$ cat config.mk
export PLATFORM = sky130hd
export DESIGN_NAME = dcache_data_read_responder_flat
export DESIGN_NICKNAME = d
export VERILOG_FILES = /design/src/rtl/dcache_data_read_responder_pkg.sv /design/src/rtl/dcache_data_read_responder_if.sv /design/src/rtl/dcache_data_read_responder_fifo.sv /design/src/rtl/dcache_data_read_responder.sv /design/src/flat_wrapper.sv
export SDC_FILE = /design/constraint.sdc
export NUM_CORES = 1
export LEC_CHECK = 0
export ABC_CLOCK_PERIOD_IN_PS = 4000
export BUFFER_PORTS_ARGS = -buffer_cell sky130_fd_sc_hd__buf_2
export CAP_MARGIN = 20
export CORE_AREA = 2 2 486 488
export DETAILED_ROUTE_END_ITERATION = 7
export DIE_AREA = 0 0 488 490
export SLEW_MARGIN = 20
export SYNTH_ARGS = -nofsm -noshare
export SYNTH_HDL_FRONTEND = slang
export SYNTH_SLANG_ARGS = --single-unit
$ cat constraint.sdc
create_clock -name clock -period 4 [get_ports clock]
set_input_delay 0.4 -clock clock [delete_from_list [all_inputs] [get_ports clock]]
set_output_delay 0.4 -clock clock [all_outputs]
set_load 0.005 [all_outputs]
$ cat src/rtl/dcache_data_read_responder_pkg.sv
`default_nettype none
// ============================================================================
// Package : dcache_data_pkg
// Brief   : Shared widths and record types for the dcache data-read responder.
// Rev     : 1.0  initial release
// ============================================================================
package dcache_data_pkg;

    localparam int NWAYS  = 8;
    localparam int ADDR_W = 12;
    localparam int DATA_W = 64;
    localparam int TAG_W  = 2;

    // Request metadata carried alongside the SRAM read latency
    typedef struct packed {
        logic [TAG_W-1:0]            tag;
        logic [1:0][NWAYS-1:0]       way_en;
        logic [1:0]                  valid;
    } dcache_rd_meta_t;

    // Completed response as stored in the response FIFO
    typedef struct packed {
        logic [TAG_W-1:0]            tag;
        logic [1:0][DATA_W-1:0]      data;
        logic [1:0]                  valid;
    } dcache_rd_resp_t;

endpackage
`default_nettype wire

$ cat src/rtl/dcache_data_read_responder_if.sv
`default_nettype none
// ============================================================================
// Interface : dcache_data_read_responder_if
// Brief     : Request, SRAM and response signal bundle of the responder.
// Rev       : 1.0  initial release
// ============================================================================
interface dcache_data_read_responder_if;
    import dcache_data_pkg::*;

    logic                       io_req_valid;
    logic                       io_req_ready;
    logic [TAG_W-1:0]           io_req_bits_tag;
    logic [NWAYS-1:0]           io_req_bits_req_0_way_en;
    logic [NWAYS-1:0]           io_req_bits_req_1_way_en;
    logic [ADDR_W-1:0]          io_req_bits_req_0_addr;
    logic [ADDR_W-1:0]          io_req_bits_req_1_addr;
    logic                       io_req_bits_valid_0;
    logic                       io_req_bits_valid_1;
    logic                       io_sram_en;
    logic [ADDR_W-1:0]          io_sram_addr_0;
    logic [ADDR_W-1:0]          io_sram_addr_1;
    logic [NWAYS*DATA_W-1:0]    io_sram_rdata_0;
    logic [NWAYS*DATA_W-1:0]    io_sram_rdata_1;
    logic                       io_resp_valid;
    logic                       io_resp_ready;
    logic [TAG_W-1:0]           io_resp_bits_tag;
    logic [DATA_W-1:0]          io_resp_bits_data_0;
    logic [DATA_W-1:0]          io_resp_bits_data_1;
    logic                       io_resp_bits_valid_0;
    logic                       io_resp_bits_valid_1;

    // Requester / SRAM / consumer side
    modport master (
        output io_req_valid, io_req_bits_tag,
        output io_req_bits_req_0_way_en, io_req_bits_req_1_way_en,
        output io_req_bits_req_0_addr, io_req_bits_req_1_addr,
        output io_req_bits_valid_0, io_req_bits_valid_1,
        output io_sram_rdata_0, io_sram_rdata_1, io_resp_ready,
        input  io_req_ready, io_sram_en, io_sram_addr_0, io_sram_addr_1,
        input  io_resp_valid, io_resp_bits_tag, io_resp_bits_data_0,
        input  io_resp_bits_data_1, io_resp_bits_valid_0, io_resp_bits_valid_1
    );

    // Responder side
    modport slave (
        input  io_req_valid, io_req_bits_tag,
        input  io_req_bits_req_0_way_en, io_req_bits_req_1_way_en,
        input  io_req_bits_req_0_addr, io_req_bits_req_1_addr,
        input  io_req_bits_valid_0, io_req_bits_valid_1,
        input  io_sram_rdata_0, io_sram_rdata_1, io_resp_ready,
        output io_req_ready, io_sram_en, io_sram_addr_0, io_sram_addr_1,
        output io_resp_valid, io_resp_bits_tag, io_resp_bits_data_0,
        output io_resp_bits_data_1, io_resp_bits_valid_0, io_resp_bits_valid_1
    );
endinterface
`default_nettype wire

$ cat src/rtl/dcache_data_read_responder_fifo.sv
`default_nettype none
// ============================================================================
// Module : dcache_resp_fifo
// Brief  : Synchronous response FIFO with occupancy count; head reads as zero
//          when empty so downstream outputs are clean after reset.
// Rev    : 1.0  initial release
// ============================================================================
module dcache_resp_fifo
    import dcache_data_pkg::*;
#(
    parameter int  DEPTH = 4,
    localparam int CNT_W = $clog2(DEPTH + 1),
    localparam int PTR_W = (DEPTH > 1) ? $clog2(DEPTH) : 1
) (
    input  wire logic            clk,
    input  wire logic            rst,
    input  wire logic            i_push,
    input  dcache_rd_resp_t      i_wdata,
    input  wire logic            i_pop,
    output dcache_rd_resp_t      o_rdata,
    output logic [CNT_W-1:0]     o_count,
    output logic                 o_full,
    output logic                 o_empty
);
    dcache_rd_resp_t    r_mem [DEPTH];
    logic [PTR_W-1:0]   r_wr_ptr;
    logic [PTR_W-1:0]   r_rd_ptr;
    logic [CNT_W-1:0]   r_count;
    logic               w_do_pop;

    assign w_do_pop = i_pop && !o_empty;
    assign o_count  = r_count;
    assign o_full   = (r_count == CNT_W'(DEPTH));
    assign o_empty  = (r_count == '0);
    assign o_rdata  = o_empty ? '0 : r_mem[r_rd_ptr];

    // Storage write; contents need no reset since the count qualifies them
    always_ff @(posedge clk) begin
        if (i_push) begin
            r_mem[r_wr_ptr] <= i_wdata;
        end
    end

    // Pointers wrap at DEPTH (which need not be a power of two) and the count
    always_ff @(posedge clk) begin
        if (rst) begin
            r_wr_ptr <= '0;
            r_rd_ptr <= '0;
            r_count  <= '0;
        end else begin
            if (i_push) begin
                r_wr_ptr <= (r_wr_ptr == PTR_W'(DEPTH - 1)) ? '0 : r_wr_ptr + PTR_W'(1);
            end
            if (w_do_pop) begin
                r_rd_ptr <= (r_rd_ptr == PTR_W'(DEPTH - 1)) ? '0 : r_rd_ptr + PTR_W'(1);
            end
            case ({i_push, w_do_pop})
                2'b10:   r_count <= r_count + CNT_W'(1);
                2'b01:   r_count <= r_count - CNT_W'(1);
                default: r_count <= r_count;
            endcase
        end
    end
endmodule
`default_nettype wire

$ cat src/rtl/dcache_data_read_responder.sv
`default_nettype none
// ============================================================================
// Module : dcache_data_read_responder
// Brief  : Drives the data-array SRAM for accepted two-lane reads, tracks them
//          through the fixed read latency, selects ways and queues responses.
//          Credit-based request backpressure guarantees no result is dropped.
// Rev    : 1.0  initial release
// ============================================================================
module dcache_data_read_responder
    import dcache_data_pkg::dcache_rd_meta_t;
    import dcache_data_pkg::dcache_rd_resp_t;
#(
    parameter int NWAYS        = dcache_data_pkg::NWAYS,
    parameter int ADDR_W       = dcache_data_pkg::ADDR_W,
    parameter int DATA_W       = dcache_data_pkg::DATA_W,
    parameter int TAG_W        = dcache_data_pkg::TAG_W,
    parameter int READ_LATENCY = 2,
    parameter int FIFO_DEPTH   = 4
) (
    input  wire logic                   clock,
    input  wire logic                   reset,
    dcache_data_read_responder_if.slave bus
);
    localparam int FCNT_W = $clog2(FIFO_DEPTH + 1);
    localparam int CNT_W  = FCNT_W + 1;

    logic                    w_accept;
    logic                    w_req_ready;
    logic                    w_exit;
    logic                    w_pop;
    logic                    w_fifo_full;
    logic                    w_fifo_empty;
    logic [FCNT_W-1:0]       w_fifo_cnt;
    logic [CNT_W-1:0]        r_inflight_cnt;
    logic [TAG_W-1:0]        w_req_tag;
    logic [DATA_W-1:0]       w_sel_0;
    logic [DATA_W-1:0]       w_sel_1;
    dcache_rd_meta_t         w_req_meta;
    dcache_rd_meta_t         w_fin_meta;
    dcache_rd_meta_t         r_pipe_meta [READ_LATENCY];
    logic [READ_LATENCY-1:0] r_pipe_vld;
    dcache_rd_resp_t         w_push_resp;
    dcache_rd_resp_t         w_head;

    // Credit: everything in flight plus everything queued must fit in the FIFO
    assign w_req_ready = (r_inflight_cnt + {1'b0, w_fifo_cnt}) < CNT_W'(FIFO_DEPTH);
    assign w_accept    = bus.io_req_valid && w_req_ready && !reset;
    assign w_req_tag   = bus.io_req_bits_tag;
    assign w_exit      = r_pipe_vld[READ_LATENCY-1];
    assign w_fin_meta  = r_pipe_meta[READ_LATENCY-1];
    assign w_pop       = !w_fifo_empty && bus.io_resp_ready;

    assign bus.io_req_ready   = w_req_ready;
    assign bus.io_sram_en     = w_accept;
    assign bus.io_sram_addr_0 = (w_accept && bus.io_req_bits_valid_0) ? bus.io_req_bits_req_0_addr : {ADDR_W{1'b0}};
    assign bus.io_sram_addr_1 = (w_accept && bus.io_req_bits_valid_1) ? bus.io_req_bits_req_1_addr : {ADDR_W{1'b0}};

    // Metadata that must survive the SRAM latency
    always_comb begin
        w_req_meta           = '0;
        w_req_meta.tag       = w_req_tag;
        w_req_meta.way_en[0] = bus.io_req_bits_req_0_way_en;
        w_req_meta.way_en[1] = bus.io_req_bits_req_1_way_en;
        w_req_meta.valid     = {bus.io_req_bits_valid_1, bus.io_req_bits_valid_0};
    end

    // Latency pipeline occupancy; cleared by reset so in-flight returns are discarded
    always_ff @(posedge clock) begin
        if (reset) begin
            r_pipe_vld <= '0;
        end else begin
            r_pipe_vld[0] <= w_accept;
            for (int s = 1; s < READ_LATENCY; s++) begin
                r_pipe_vld[s] <= r_pipe_vld[s-1];
            end
        end
    end

    // Latency pipeline metadata, qualified by r_pipe_vld
    always_ff @(posedge clock) begin
        r_pipe_meta[0] <= w_req_meta;
        for (int s = 1; s < READ_LATENCY; s++) begin
            r_pipe_meta[s] <= r_pipe_meta[s-1];
        end
    end

    // Outstanding SRAM reads not yet written into the FIFO
    always_ff @(posedge clock) begin
        if (reset) begin
            r_inflight_cnt <= '0;
        end else begin
            case ({w_accept, w_exit})
                2'b10:   r_inflight_cnt <= r_inflight_cnt + CNT_W'(1);
                2'b01:   r_inflight_cnt <= r_inflight_cnt - CNT_W'(1);
                default: r_inflight_cnt <= r_inflight_cnt;
            endcase
        end
    end

    // AND-OR way select; several enabled ways OR together, none gives zero
    always_comb begin
        w_sel_0 = '0;
        w_sel_1 = '0;
        for (int w = 0; w < NWAYS; w++) begin
            w_sel_0 = w_sel_0 | (bus.io_sram_rdata_0[w*DATA_W +: DATA_W] & {DATA_W{w_fin_meta.way_en[0][w]}});
            w_sel_1 = w_sel_1 | (bus.io_sram_rdata_1[w*DATA_W +: DATA_W] & {DATA_W{w_fin_meta.way_en[1][w]}});
        end
    end

    // Response record written when the final stage captures SRAM data
    always_comb begin
        w_push_resp         = '0;
        w_push_resp.tag     = w_fin_meta.tag;
        w_push_resp.valid   = w_fin_meta.valid;
        w_push_resp.data[0] = w_fin_meta.valid[0] ? w_sel_0 : '0;
        w_push_resp.data[1] = w_fin_meta.valid[1] ? w_sel_1 : '0;
    end

    dcache_resp_fifo #(
        .DEPTH   (FIFO_DEPTH)
    ) u_resp_fifo (
        .clk     (clock),
        .rst     (reset),
        .i_push  (w_exit),
        .i_wdata (w_push_resp),
        .i_pop   (w_pop),
        .o_rdata (w_head),
        .o_count (w_fifo_cnt),
        .o_full  (w_fifo_full),
        .o_empty (w_fifo_empty)
    );

    assign bus.io_resp_valid        = !w_fifo_empty;
    assign bus.io_resp_bits_tag     = w_head.tag;
    assign bus.io_resp_bits_data_0  = w_head.data[0];
    assign bus.io_resp_bits_data_1  = w_head.data[1];
    assign bus.io_resp_bits_valid_0 = w_head.valid[0];
    assign bus.io_resp_bits_valid_1 = w_head.valid[1];

    // Credit accounting must make a push into a full FIFO impossible
    a_fifo_no_overflow: assert property (@(posedge clock) disable iff (reset) !(w_exit && w_fifo_full));

endmodule
`default_nettype wire

$ cat src/flat_wrapper.sv
// flat-port wrapper written by rule: the top's interface ports become plain ports
module dcache_data_read_responder_flat import dcache_data_pkg::dcache_rd_meta_t; import dcache_data_pkg::dcache_rd_resp_t;
#(
    parameter int NWAYS        = dcache_data_pkg::NWAYS,
    parameter int ADDR_W       = dcache_data_pkg::ADDR_W,
    parameter int DATA_W       = dcache_data_pkg::DATA_W,
    parameter int TAG_W        = dcache_data_pkg::TAG_W,
    parameter int READ_LATENCY = 2,
    parameter int FIFO_DEPTH   = 4
)
  (clock, reset, bus_io_req_valid, bus_io_req_bits_tag, bus_io_req_bits_req_0_way_en, bus_io_req_bits_req_1_way_en, bus_io_req_bits_req_0_addr, bus_io_req_bits_req_1_addr, bus_io_req_bits_valid_0, bus_io_req_bits_valid_1, bus_io_sram_rdata_0, bus_io_sram_rdata_1, bus_io_resp_ready, bus_io_req_ready, bus_io_sram_en, bus_io_sram_addr_0, bus_io_sram_addr_1, bus_io_resp_valid, bus_io_resp_bits_tag, bus_io_resp_bits_data_0, bus_io_resp_bits_data_1, bus_io_resp_bits_valid_0, bus_io_resp_bits_valid_1);
  dcache_data_read_responder_if bus_i ();
  input  wire logic clock;
  input  wire logic reset;
  input wire logic [$bits(bus_i.io_req_valid)-1:0] bus_io_req_valid;
  input wire logic [$bits(bus_i.io_req_bits_tag)-1:0] bus_io_req_bits_tag;
  input wire logic [$bits(bus_i.io_req_bits_req_0_way_en)-1:0] bus_io_req_bits_req_0_way_en;
  input wire logic [$bits(bus_i.io_req_bits_req_1_way_en)-1:0] bus_io_req_bits_req_1_way_en;
  input wire logic [$bits(bus_i.io_req_bits_req_0_addr)-1:0] bus_io_req_bits_req_0_addr;
  input wire logic [$bits(bus_i.io_req_bits_req_1_addr)-1:0] bus_io_req_bits_req_1_addr;
  input wire logic [$bits(bus_i.io_req_bits_valid_0)-1:0] bus_io_req_bits_valid_0;
  input wire logic [$bits(bus_i.io_req_bits_valid_1)-1:0] bus_io_req_bits_valid_1;
  input wire logic [$bits(bus_i.io_sram_rdata_0)-1:0] bus_io_sram_rdata_0;
  input wire logic [$bits(bus_i.io_sram_rdata_1)-1:0] bus_io_sram_rdata_1;
  input wire logic [$bits(bus_i.io_resp_ready)-1:0] bus_io_resp_ready;
  output wire logic [$bits(bus_i.io_req_ready)-1:0] bus_io_req_ready;
  output wire logic [$bits(bus_i.io_sram_en)-1:0] bus_io_sram_en;
  output wire logic [$bits(bus_i.io_sram_addr_0)-1:0] bus_io_sram_addr_0;
  output wire logic [$bits(bus_i.io_sram_addr_1)-1:0] bus_io_sram_addr_1;
  output wire logic [$bits(bus_i.io_resp_valid)-1:0] bus_io_resp_valid;
  output wire logic [$bits(bus_i.io_resp_bits_tag)-1:0] bus_io_resp_bits_tag;
  output wire logic [$bits(bus_i.io_resp_bits_data_0)-1:0] bus_io_resp_bits_data_0;
  output wire logic [$bits(bus_i.io_resp_bits_data_1)-1:0] bus_io_resp_bits_data_1;
  output wire logic [$bits(bus_i.io_resp_bits_valid_0)-1:0] bus_io_resp_bits_valid_0;
  output wire logic [$bits(bus_i.io_resp_bits_valid_1)-1:0] bus_io_resp_bits_valid_1;
  assign bus_i.io_req_valid = bus_io_req_valid;
  assign bus_i.io_req_bits_tag = bus_io_req_bits_tag;
  assign bus_i.io_req_bits_req_0_way_en = bus_io_req_bits_req_0_way_en;
  assign bus_i.io_req_bits_req_1_way_en = bus_io_req_bits_req_1_way_en;
  assign bus_i.io_req_bits_req_0_addr = bus_io_req_bits_req_0_addr;
  assign bus_i.io_req_bits_req_1_addr = bus_io_req_bits_req_1_addr;
  assign bus_i.io_req_bits_valid_0 = bus_io_req_bits_valid_0;
  assign bus_i.io_req_bits_valid_1 = bus_io_req_bits_valid_1;
  assign bus_i.io_sram_rdata_0 = bus_io_sram_rdata_0;
  assign bus_i.io_sram_rdata_1 = bus_io_sram_rdata_1;
  assign bus_i.io_resp_ready = bus_io_resp_ready;
  assign bus_io_req_ready = bus_i.io_req_ready;
  assign bus_io_sram_en = bus_i.io_sram_en;
  assign bus_io_sram_addr_0 = bus_i.io_sram_addr_0;
  assign bus_io_sram_addr_1 = bus_i.io_sram_addr_1;
  assign bus_io_resp_valid = bus_i.io_resp_valid;
  assign bus_io_resp_bits_tag = bus_i.io_resp_bits_tag;
  assign bus_io_resp_bits_data_0 = bus_i.io_resp_bits_data_0;
  assign bus_io_resp_bits_data_1 = bus_i.io_resp_bits_data_1;
  assign bus_io_resp_bits_valid_0 = bus_i.io_resp_bits_valid_0;
  assign bus_io_resp_bits_valid_1 = bus_i.io_resp_bits_valid_1;
  dcache_data_read_responder #(.NWAYS(NWAYS), .ADDR_W(ADDR_W), .DATA_W(DATA_W), .TAG_W(TAG_W), .READ_LATENCY(READ_LATENCY), .FIFO_DEPTH(FIFO_DEPTH)) u_core (.clock(clock), .reset(reset), .bus(bus_i));
endmodule
==> impl_metrics.csv, run 1 <==
group,metric,value,unit
setup_path,slowest_stage,"nor4b_2",
die,pin_count,1231,
setup_path,critPathKind,"reg -> out",
sta,skew,0.03823,ns
global_route,grt_pass1_vias,24890,
placed_design,place_ws,0.9388,ns
clock_tree,cts-root-buf,"clkbuf_16",
global_route,grt_pass1_wl,243.0,mm
logic_synthesis,synth_common_cells,"edfxtp_1, a22oi_1, and2_1",
clock_tree,path_clk_slew,0.05,ns
logic_synthesis,yosys.area.top_type,"edfxtp_1",
layout,layout-drive-gt1-share,52.40,%
sta,worstMarginPinSlew,1.068,ns
logic_synthesis,synth-seq-cells,583,
logic_synthesis,syn_area_per_cell,15.41,um2
power,vdd_drop_max,338.9,uV
logic_synthesis,synthFlopType,"edfxtp_1",
setup_path,worstPathArrival,2.76,ns
placed_design,place_congestion,1.036,
global_route,grt_overflow,0,
logic_synthesis,netlist_area,27160,um2
logic_synthesis,synth.area.top_cells,"edfxtp_1, a22oi_1, mux4_2",
clock_tree,cts_buffer_depth,3,
layout,utilization,17.32,%
clock_tree,cts-resized-gates,0,
die,core_area,234100,um2
die,dieArea,239100,um2
logic_synthesis,synth_edf_count,528,
sta,hold-worst-slack,0.2207,ns
power,leakage,15.03,nW
sta,rsz0062_at_grt,"false",
global_route,grt_max_degree,73,
power,power_density,450.4,nW/um2
logic_synthesis,yosysSeqAreaShare,62.44,%
setup_path,cp_top_family,"simple AND/OR/NAND/NOR gates",
die,num_rows,178,
sta,slew_violations,0,
job,max_cap_viol_count,0,
sta,fin_crit_sh,78.89,%
drt,drt_iter0_drc,2174,
logic_synthesis,syn_inst,1762,
setup_path,cp-end-kind,"primary output",
drt,wl,194.9,mm
setup_path,path_max_fanout,12,
logic_synthesis,synthArstFlopShare,0,%
setup_path,start_kind,"flop",
power,finalPower,18.26,mW
setup_path,worstPathRequired,3.60,ns
outcome,status,"finished, final reports clean",
sta,max_freq,316.9,MHz
drt,wire_per_inst,30.82,um
sta,fin_ws,0.8444,ns
layout,fin_nets,4112,
logic_synthesis,synth_cell_types,32,
setup_path,cp_cell_sequence,"ha_1 -> a31oi_2 -> xnor2_1 -> nor4b_2 -> and2_1 -> buf_2",
clock_tree,clk_latency,0.71,ns
setup_path,crit_buf_inv,1,
global_route,antenna_found_initial,203,
drt,drcViolationCount,0,
logic_synthesis,synth_top_cell_area_share,58.39,%
die,fp.dieH,490,um
drt,vias_per_cell,3.973,
sta,layout_min_cycle_time,3.156,ns
logic_synthesis,yosysMostFrequentCell,"edfxtp_1",
placed_design,io_buffers,1230,
clock_tree,cts_max_level,3,
die,die_x,488,um
sta,setup_viol,0,
drt,drt_pass1_iterations,7,
placed_design,dp_hpwl,159.5,mm
logic_synthesis,ys.warnings.count,0,
die,initial_core_util,11.60,%
sta,fin_tns_setup,0,ns
layout,syn2layout_area_growth,49.29,%
clock_tree,cts_setup_buffers,0,
setup_path,critPathMaxStageDelay,0.75,ns
clock_tree,cts_num_sinks,583,
worst_hold_path,hp-class,"in -> reg",
clock_tree,cts_tree,"yes",
drt,num_vias,25120,
clock_tree,cts-buffers-inserted,69,
global_route,grt_usage,15.56,%
sta,relSlewSlack,28.80,%
logic_synthesis,syn-num-nets,2847,
drt,drtAntennaViolNets,0,
sta,hold_viol,0,
-- power by group --
part / internal (mW) / total [mW] / switching, mW / leakage [nW]
Combinational: 2.03 / 4.62 / 2.59 / 8.66
Clock: 3.80 / 6.54 / 2.74 / 1.12
Sequential: 6.86 / 7.10 / 0.239 / 5.25
Total: 12.7 / 18.3 / 5.57 / 15.0
-- logic make-up after synthesis --
kind of cell    share of synthesized area, %
fa+ha+maj                             0.6543
xor+xnor                              0.1935
mux                                    10.98
simple gates                           4.248
compound gates                         18.56
buf+inv                                2.921
flops                                  62.44
-- sequential cells by signal, indices dropped and copies added (netlist names), named ones only --
register                     count
u_core.r_pipe_vld                2
u_core.u_resp_fifo.r_rd_ptr      2
u_core.u_resp_fifo.r_mem       528
u_core.r_pipe_meta              40
u_core.u_resp_fifo.r_wr_ptr      2
u_core.u_resp_fifo.o_count       3
u_core.r_inflight_cnt            4
-- per-layer routing --
layer | part of all wire (%) | track usage [%] | wire [um]
met3 | 7.7 | 3.844 | 15000
met5 | 0.13 | 0 | 253
met2 | 51 | 28.04 | 98860
met1 | 35 | 16.28 | 68800
met4 | 6.1 | 9.073 | 11980
-- worst reg2reg max path: cells and delay by family (launching register included) --
kind                       cells  cell delay [ns]
and+or+nand+nor                2             0.92
xor gates and xnor gates       1             0.16
AOI/OAI and AO/OA              4             0.67
adders and majority gates      3             0.85
DFF                            1             0.39
-- cells in the final DEF (no fill, tap or decap), types with 4 or more instances in the layout --
cell type / instances
buf_2: 1230
dfxtp_4: 18
xor2_1: 4
a41oi_1: 125
edfxtp_1: 528
and2_1: 156
ha_1: 11
clkbuf_1: 13
dlygate4sd3_1: 22
clkinv_2: 8
inv_1: 12
buf_4: 92
and2_4: 4
clkbuf_16: 70
clkinvlp_4: 6
mux4_2: 132
a21oi_1: 10
dfxtp_1: 37
diode_2: 90
inv_6: 5
buf_12: 19
nor2_1: 12
a22oi_1: 509
clkinv_1: 9
bufinv_16: 7
clkbuf_8: 4
-- area by class of cell --
cell class | count | area [um2]
clock inverters | 41 | 480.5
repair buffers | 1366 | 7501
inverters | 14 | 55.05
clock buffers | 87 | 1856
well taps | 3150 | 3941
flip-flops and latches | 583 | 17020
multi-input cells | 993 | 9459
diodes | 90 | 225.2
fillers | 25780 | 193500
-- repair_timing --
action                                  in CTS  in global routing
hold endpoints to repair                    30                  0
hold buffers                                22                  0
endpoints found under the setup margin       0                  0
-- metrics by stage --
stage,instance area [um2],std cells
after floorplan,27160,1762
after global placement,37700,6081
after detailed placement,37760,6084
after CTS,40320,6234
after global routing,40480,6301
final,40540,6324
-- final timing paths --
check / start / endpoint / slack [ns] / depth (start not counted)
setup / recovery: u_core.r_inflight_cnt[1] / bus_io_sram_addr_0[1] / 0.84 / 6
hold / removal: bus_io_req_valid / u_core.r_pipe_vld[0] / 0.22 / 4
setup reg to reg: u_core.r_inflight_cnt[1] / u_core.r_inflight_cnt[3] / 0.94 / 10
hold reg to reg: u_core.r_pipe_meta[0][8] / u_core.r_pipe_meta[0][28] / 0.32 / 0
Note: power is estimated with default switching activity, not from simulation.
==> inputs of run 2 (changes only) <==
--- a/config.mk
+++ b/config.mk
@@ -5,7 +5,7 @@
 export SDC_FILE = /design/constraint.sdc
 export NUM_CORES = 1
 export LEC_CHECK = 0
-export ABC_CLOCK_PERIOD_IN_PS = 4000
+export ABC_CLOCK_PERIOD_IN_PS = 3150
 export BUFFER_PORTS_ARGS = -buffer_cell sky130_fd_sc_hd__buf_2
 export CAP_MARGIN = 20
 export CORE_AREA = 2 2 486 488
==> constraint.sdc (replaced) <==
create_clock -name clock -period 3.15 [get_ports clock]
set_input_delay 0.315 -clock clock [delete_from_list [all_inputs] [get_ports clock]]
set_output_delay 0.315 -clock clock [all_outputs]
set_load 0.005 [all_outputs]
==> impl_metrics.csv, run 2 (synthesis results as in run 1) <==
group,metric,value,unit
outcome,status,"finished, final reports clean",
global_route,grt_usage,15.19,%
die,core_area,234100,um2
clock_tree,cts_tree,"yes",
clock_tree,clk_latency,0.68,ns
layout,layout-drive-gt1-share,52.96,%
power,finalPower,23.44,mW
setup_path,worstPathRequired,3.75,ns
drt,drtAntennaViolNets,0,
job,max_cap_viol_count,0,
die,die_x,488,um
power,clockPowerShare,35.7,%
drt,vias_per_cell,3.919,
setup_path,critPathKind,"reg -> reg",
global_route,grt_max_degree,65,
sta,skew,0.02121,ns
sta,hold_viol,0,
placed_design,dp_hpwl,159.0,mm
layout,largest_reg_flops,528,
sta,fin_tns_setup,0,ns
setup_path,r2r_cells,10,
power,netSwitchingFraction,30.21,%
die,fp.dieH,490,um
power,power_density,571.7,nW/um2
setup_path,crit_start,"u_core.u_resp_fifo.o_count[2]",
sta,fin_ws,0.1949,ns
power,intPower,16.36,mW
layout,largest_register,"u_core.u_resp_fifo.r_mem",
sta,hold-worst-slack,0.2220,ns
sta,rsz0062_at_grt,"false",
sta,layout_min_cycle_time,2.955,ns
drt,num_vias,24950,
die,pin_count,1231,
drt,drcViolationCount,0,
drt,wl,190.9,mm
placed_design,place_ws,0.1635,ns
die,dieArea,239100,um2
sta,slew_violations,0,
global_route,grt_pass1_wl,238.0,mm
power,switchingPower,7.080,mW
die,num_rows,178,
setup_path,worstPathArrival,3.56,ns
global_route,antenna_found_initial,201,
clock_tree,cts_buffer_depth,3,
drt,wire_per_inst,29.99,um
worst_hold_path,hp-class,"in -> reg",
layout,largestRegisters,"u_core.u_resp_fifo.r_mem: 528 flops, u_core.r_pipe_meta: 40 flops, u_core.r_inflight_cnt: 4 flops",
sta,worstMarginPinSlew,0.9256,ns
layout,layout_commonest_cell,"buf_2",
sta,setup_viol,0,
global_route,grt_overflow,0,
global_route,grt_pass1_vias,24910,
power,vdd_drop_max,402.5,uV
clock_tree,path_clk_slew,0.06,ns
sta,fin_crit_sh,93.81,%
clock_tree,cts-root-buf,"clkbuf_16",
power,p_seq_share,38.2,%
setup_path,cp-end-kind,"flop",
drt,drt_pass1_iterations,6,
layout,fillers,25810,
setup_path,r2r_start,"u_core.u_resp_fifo.o_count[2]",
setup_path,reg2reg_slack,0.19,ns
layout,syn2layout_area_growth,50.94,%
placed_design,place_congestion,0.9779,
setup_path,reg2reg_to,"u_core.r_inflight_cnt[3]",
setup_path,crit_path_end,"u_core.r_inflight_cnt[3]",
setup_path,path_max_fanout,4,
placed_design,io_buffers,1230,
clock_tree,cts_setup_buffers,0,
worst_hold_path,hold_start,"bus_io_sram_rdata_0[372]",
power,pwr-share-comb,26.1,%
sta,relSlewSlack,38.29,%
clock_tree,cts-buffers-inserted,70,
die,initial_core_util,11.60,%
layout,final_cell_mix,"buf_2, edfxtp_1, a22oi_1",
clock_tree,cts_max_level,3,
sta,max_freq,338.4,MHz
drt,drt_iter0_drc,2106,
clock_tree,cts_num_sinks,583,
power,leakage,15.32,nW
setup_path,start_kind,"flop",
layout,fin_nets,4151,
==> run 2: changes by cell type in the layout (fill, tap and decap cells not counted), sizes merged <==
cell         before   now
clkinv           22    26
dlygate4sd3      22    23
clkinvlp          6     4
buf            1344  1381
clkbuf           87    89
inv              20    17
diode            90    93
==> run 2: stage by stage <==
stage | utilization (%) | instance area [um2] | instances
floorplan | - | 27160 | 1762
global placement | 16.29 | 38140 | 6121
detailed placement | 16.29 | 38140 | 6121
CTS | 17.41 | 40750 | 6273
global route | 17.49 | 40940 | 6347
finish | 17.51 | 40990 | 6366
==> run 2: what timing repair did <==
| action | 4_1_cts | 5_1_grt |
|---|---|---|
| hold buffers | 23 | 0 |
| resized for setup | 2 | 2 |
| hold endpoints to repair | 34 | 0 |
| endpoints found under the setup margin | 24 | 1 |
==> run 2: power groups by stage <==
stage	clock network [mW]	logic, mW	registers (mW)
final	8.36	6.11	8.96
after global routing	8.92	6.59	8.97
after CTS	8.66	6.29	8.96
after detailed placement	0	6.23	9.12
after global placement	0	6.21	9.10
after floorplan	0	2.82	8.93
==> run 2: layer usage <==
layer / vias up / global-route usage (%) / wire, um
li1: 10290 / - / -
met1: 12440 / 15.77 / 68170
met2: 1717 / 27.44 / 97210
met3: 472 / 3.788 / 13490
met4: 30 / 8.944 / 11890
met5: - / 0 / 186
==> run 2: worst min path at each step <==
stage                                       to  depth (start not counted)  slack (ns)
3_3_place_gp         u_core.r_pipe_meta[0][25]                          0        0.31
6_report       u_core.u_resp_fifo.r_mem[0][54]                          3        0.22
4_1_cts        u_core.u_resp_fifo.r_mem[0][53]                          3        0.14
3_5_place_dp         u_core.r_pipe_meta[0][28]                          0        0.31
2_1_floorplan        u_core.r_pipe_meta[0][20]                          0        0.31
5_1_grt                   u_core.r_pipe_vld[0]                          4        0.19
==> run 2: worst max-delay path, stage by stage, from the launching register on <==
cell	delay [ns]
dfxtp_1	0.33
ha_1	0.33
nor2_1	0.18
xnor2_2	0.15
or3_4	0.41
ha_1	0.24
ha_1	0.33
a21oi_1	0.20
a21oi_1	0.11
or4_1	0.46
a21oi_1	0.15
==> run 2: final cells by class <==
cell class	count	area [um2]	area share (%)
inverters	14	55.05	0.1343
multi-input cells	993	9459	23.08
clock inverters	40	441.7	1.078
flip-flops and latches	583	17020	41.53
clock buffers	89	1917	4.676
well taps	3150	3941	9.615
repair buffers	1404	7920	19.32
diodes	93	232.7	0.5677
==> inputs of run 3 (changes only) <==
--- a/config.mk
+++ b/config.mk
@@ -11,7 +11,7 @@
 export CORE_AREA = 2 2 486 488
 export DETAILED_ROUTE_END_ITERATION = 7
 export DIE_AREA = 0 0 488 490
-export SLEW_MARGIN = 20
+export SLEW_MARGIN = 15
 export SYNTH_ARGS = -nofsm -noshare
 export SYNTH_HDL_FRONTEND = slang
 export SYNTH_SLANG_ARGS = --single-unit
==> constraint.sdc (replaced) <==
create_clock -name clock -period 3.15 [get_ports clock]
set_input_delay 0.315 -clock clock [delete_from_list [all_inputs] [get_ports clock]]
set_output_delay 0.315 -clock clock [all_outputs]
set_load 0.05 [all_outputs]
==> impl_metrics.csv, run 3 (synthesis results as in run 1) <==
group,metric,value,unit
outcome,status,"finished, final reports clean",
setup_path,r2r_start,"u_core.u_resp_fifo.o_count[2]",
die,initial_core_util,11.60,%
clock_tree,cts_buffer_depth,3,
layout,fin_nets,4120,
drt,drtAntennaViolNets,0,
job,max_cap_viol_count,0,
setup_path,cp-end-kind,"primary output",
global_route,grt_usage,15.04,%
layout,fillers,25830,
global_route,grt_pass1_wl,236.3,mm
die,die_x,488,um
placed_design,place_area,37890,um2
clock_tree,path_clk_slew,0.06,ns
sta,fin_crit_sh,94.10,%
drt,wl,188.0,mm
drt,drt_pass1_iterations,6,
worst_hold_path,hold_start,"bus_io_sram_rdata_0[382]",
sta,slew_violations,0,
layout,largest_register,"u_core.u_resp_fifo.r_mem",
layout,layout-drive-gt1-share,52.30,%
die,core_area,234100,um2
drt,num_vias,24930,
placed_design,dp_hpwl,155.9,mm
global_route,grt_pass1_vias,24520,
layout,largest_reg_flops,528,
clock_tree,cts-root-buf,"clkbuf_16",
clock_tree,cts_max_level,3,
clock_tree,clk_latency,0.69,ns
sta,worstMarginPinSlew,1.177,ns
power,leakage,15.11,nW
global_route,grt_overflow,0,
sta,hold_viol,0,
drt,drcViolationCount,0,
die,pin_count,1231,
drt,drt_iter0_drc,2205,
global_route,grt_max_degree,70,
drt,wire_per_inst,29.63,um
sta,skew,0.04154,ns
sta,max_freq,337.4,MHz
setup_path,worstPathRequired,2.83,ns
die,fp.dieH,490,um
layout,final_cell_mix,"buf_2, edfxtp_1, a22oi_1",
clock_tree,cts-buffers-inserted,68,
setup_path,critPathKind,"reg -> out",
placed_design,io_buffers,1230,
layout,layout_commonest_cell,"buf_2",
placed_design,place_congestion,0.9912,
global_route,antenna_found_initial,196,
sta,setup_viol,0,
layout,largestRegisters,"u_core.u_resp_fifo.r_mem: 528 flops, u_core.r_pipe_meta: 40 flops, u_core.r_inflight_cnt: 4 flops",
setup_path,path_max_fanout,39,
setup_path,start_kind,"flop",
layout,finalInstanceArea,40690,um2
clock_tree,cts_num_sinks,583,
setup_path,worstPathArrival,2.65,ns
power,vdd_drop_max,793.8,uV
die,num_rows,178,
sta,relSlewSlack,21.52,%
drt,vias_per_cell,3.930,
die,dieArea,239100,um2
worst_hold_path,hp-class,"in -> reg",
sta,fin_tns_setup,0,ns
sta,layout_min_cycle_time,2.964,ns
layout,syn2layout_area_growth,49.83,%
power,power_density,632.5,nW/um2
sta,hold-worst-slack,0.2214,ns
clock_tree,cts_tree,"yes",
==> run 3: final cells by class <==
class | instances | area, um2 | area share, %
Sequential cell | 583 | 17020 | 41.84
Multi-Input combinational cell | 993 | 9449 | 23.22
Timing Repair Buffer | 1375 | 7690 | 18.90
Tap cell | 3150 | 3941 | 9.686
Clock buffer | 80 | 1789 | 4.397
Clock inverter | 43 | 478.0 | 1.175
Antenna cell | 105 | 262.8 | 0.6458
Inverter | 14 | 55.05 | 0.1353
==> run 3: worst max-delay path: stages, from the launching register on <==
cell and delay [ns]:
dfxtp_4 0.37, buf_12 0.30, buf_4 0.27, mux4_2 0.52
and2_1 0.18, buf_2 0.21
==> run 3: per-stage QoR <==
step                cells  setup WS (ns)  total power [mW]  util (%)
floorplan            1762         0.3651             14.28         -
global placement     6090         0.1710             17.76     16.19
detailed placement   6090         0.2434             17.79     16.19
CTS                  6237        0.03973             26.16     17.26
global route         6330      -0.001589             26.77     17.37
finish               6343         0.1857             25.73     17.38
==> run 3: final timing paths <==
| path | to | slack [ns] | cells past startpoint |
|---|---|---|---|
| min reg2reg | u_core.r_pipe_meta[0][38] | 0.32 | 0 |
| max reg2reg | u_core.r_inflight_cnt[3] | 0.22 | 10 |
| max | bus_io_resp_bits_data_1[54] | 0.19 | 5 |
| min | u_core.u_resp_fifo.r_mem[1][64] | 0.22 | 3 |
==> run 3: report_power, final <==
group | switching [mW] | internal [mW]
Sequential | 0.258 | 8.71
Clock | 3.40 | 4.76
Combinational | 5.91 | 2.69
Total | 9.57 | 16.2
==> run 3: per-layer routing <==
metal,share of wire [%],vias to the layer above,track usage [%]
li1,-,10220,-
met3,7.7,514,3.637
met4,7.0,30,9.574
met2,50,1762,26.72
met5,0.094,-,0
met1,35,12410,15.78
==> run 3: timing repair <==
action | in CTS | in global routing
endpoints found under the setup margin | 24 | 13
buffers inserted | 1 | 1
hold buffers | 23 | 0
pin swaps | 2 | 1
endpoints found under the hold margin | 34 | 0
resized for setup | 2 | 2
gates cloned | 0 | 0
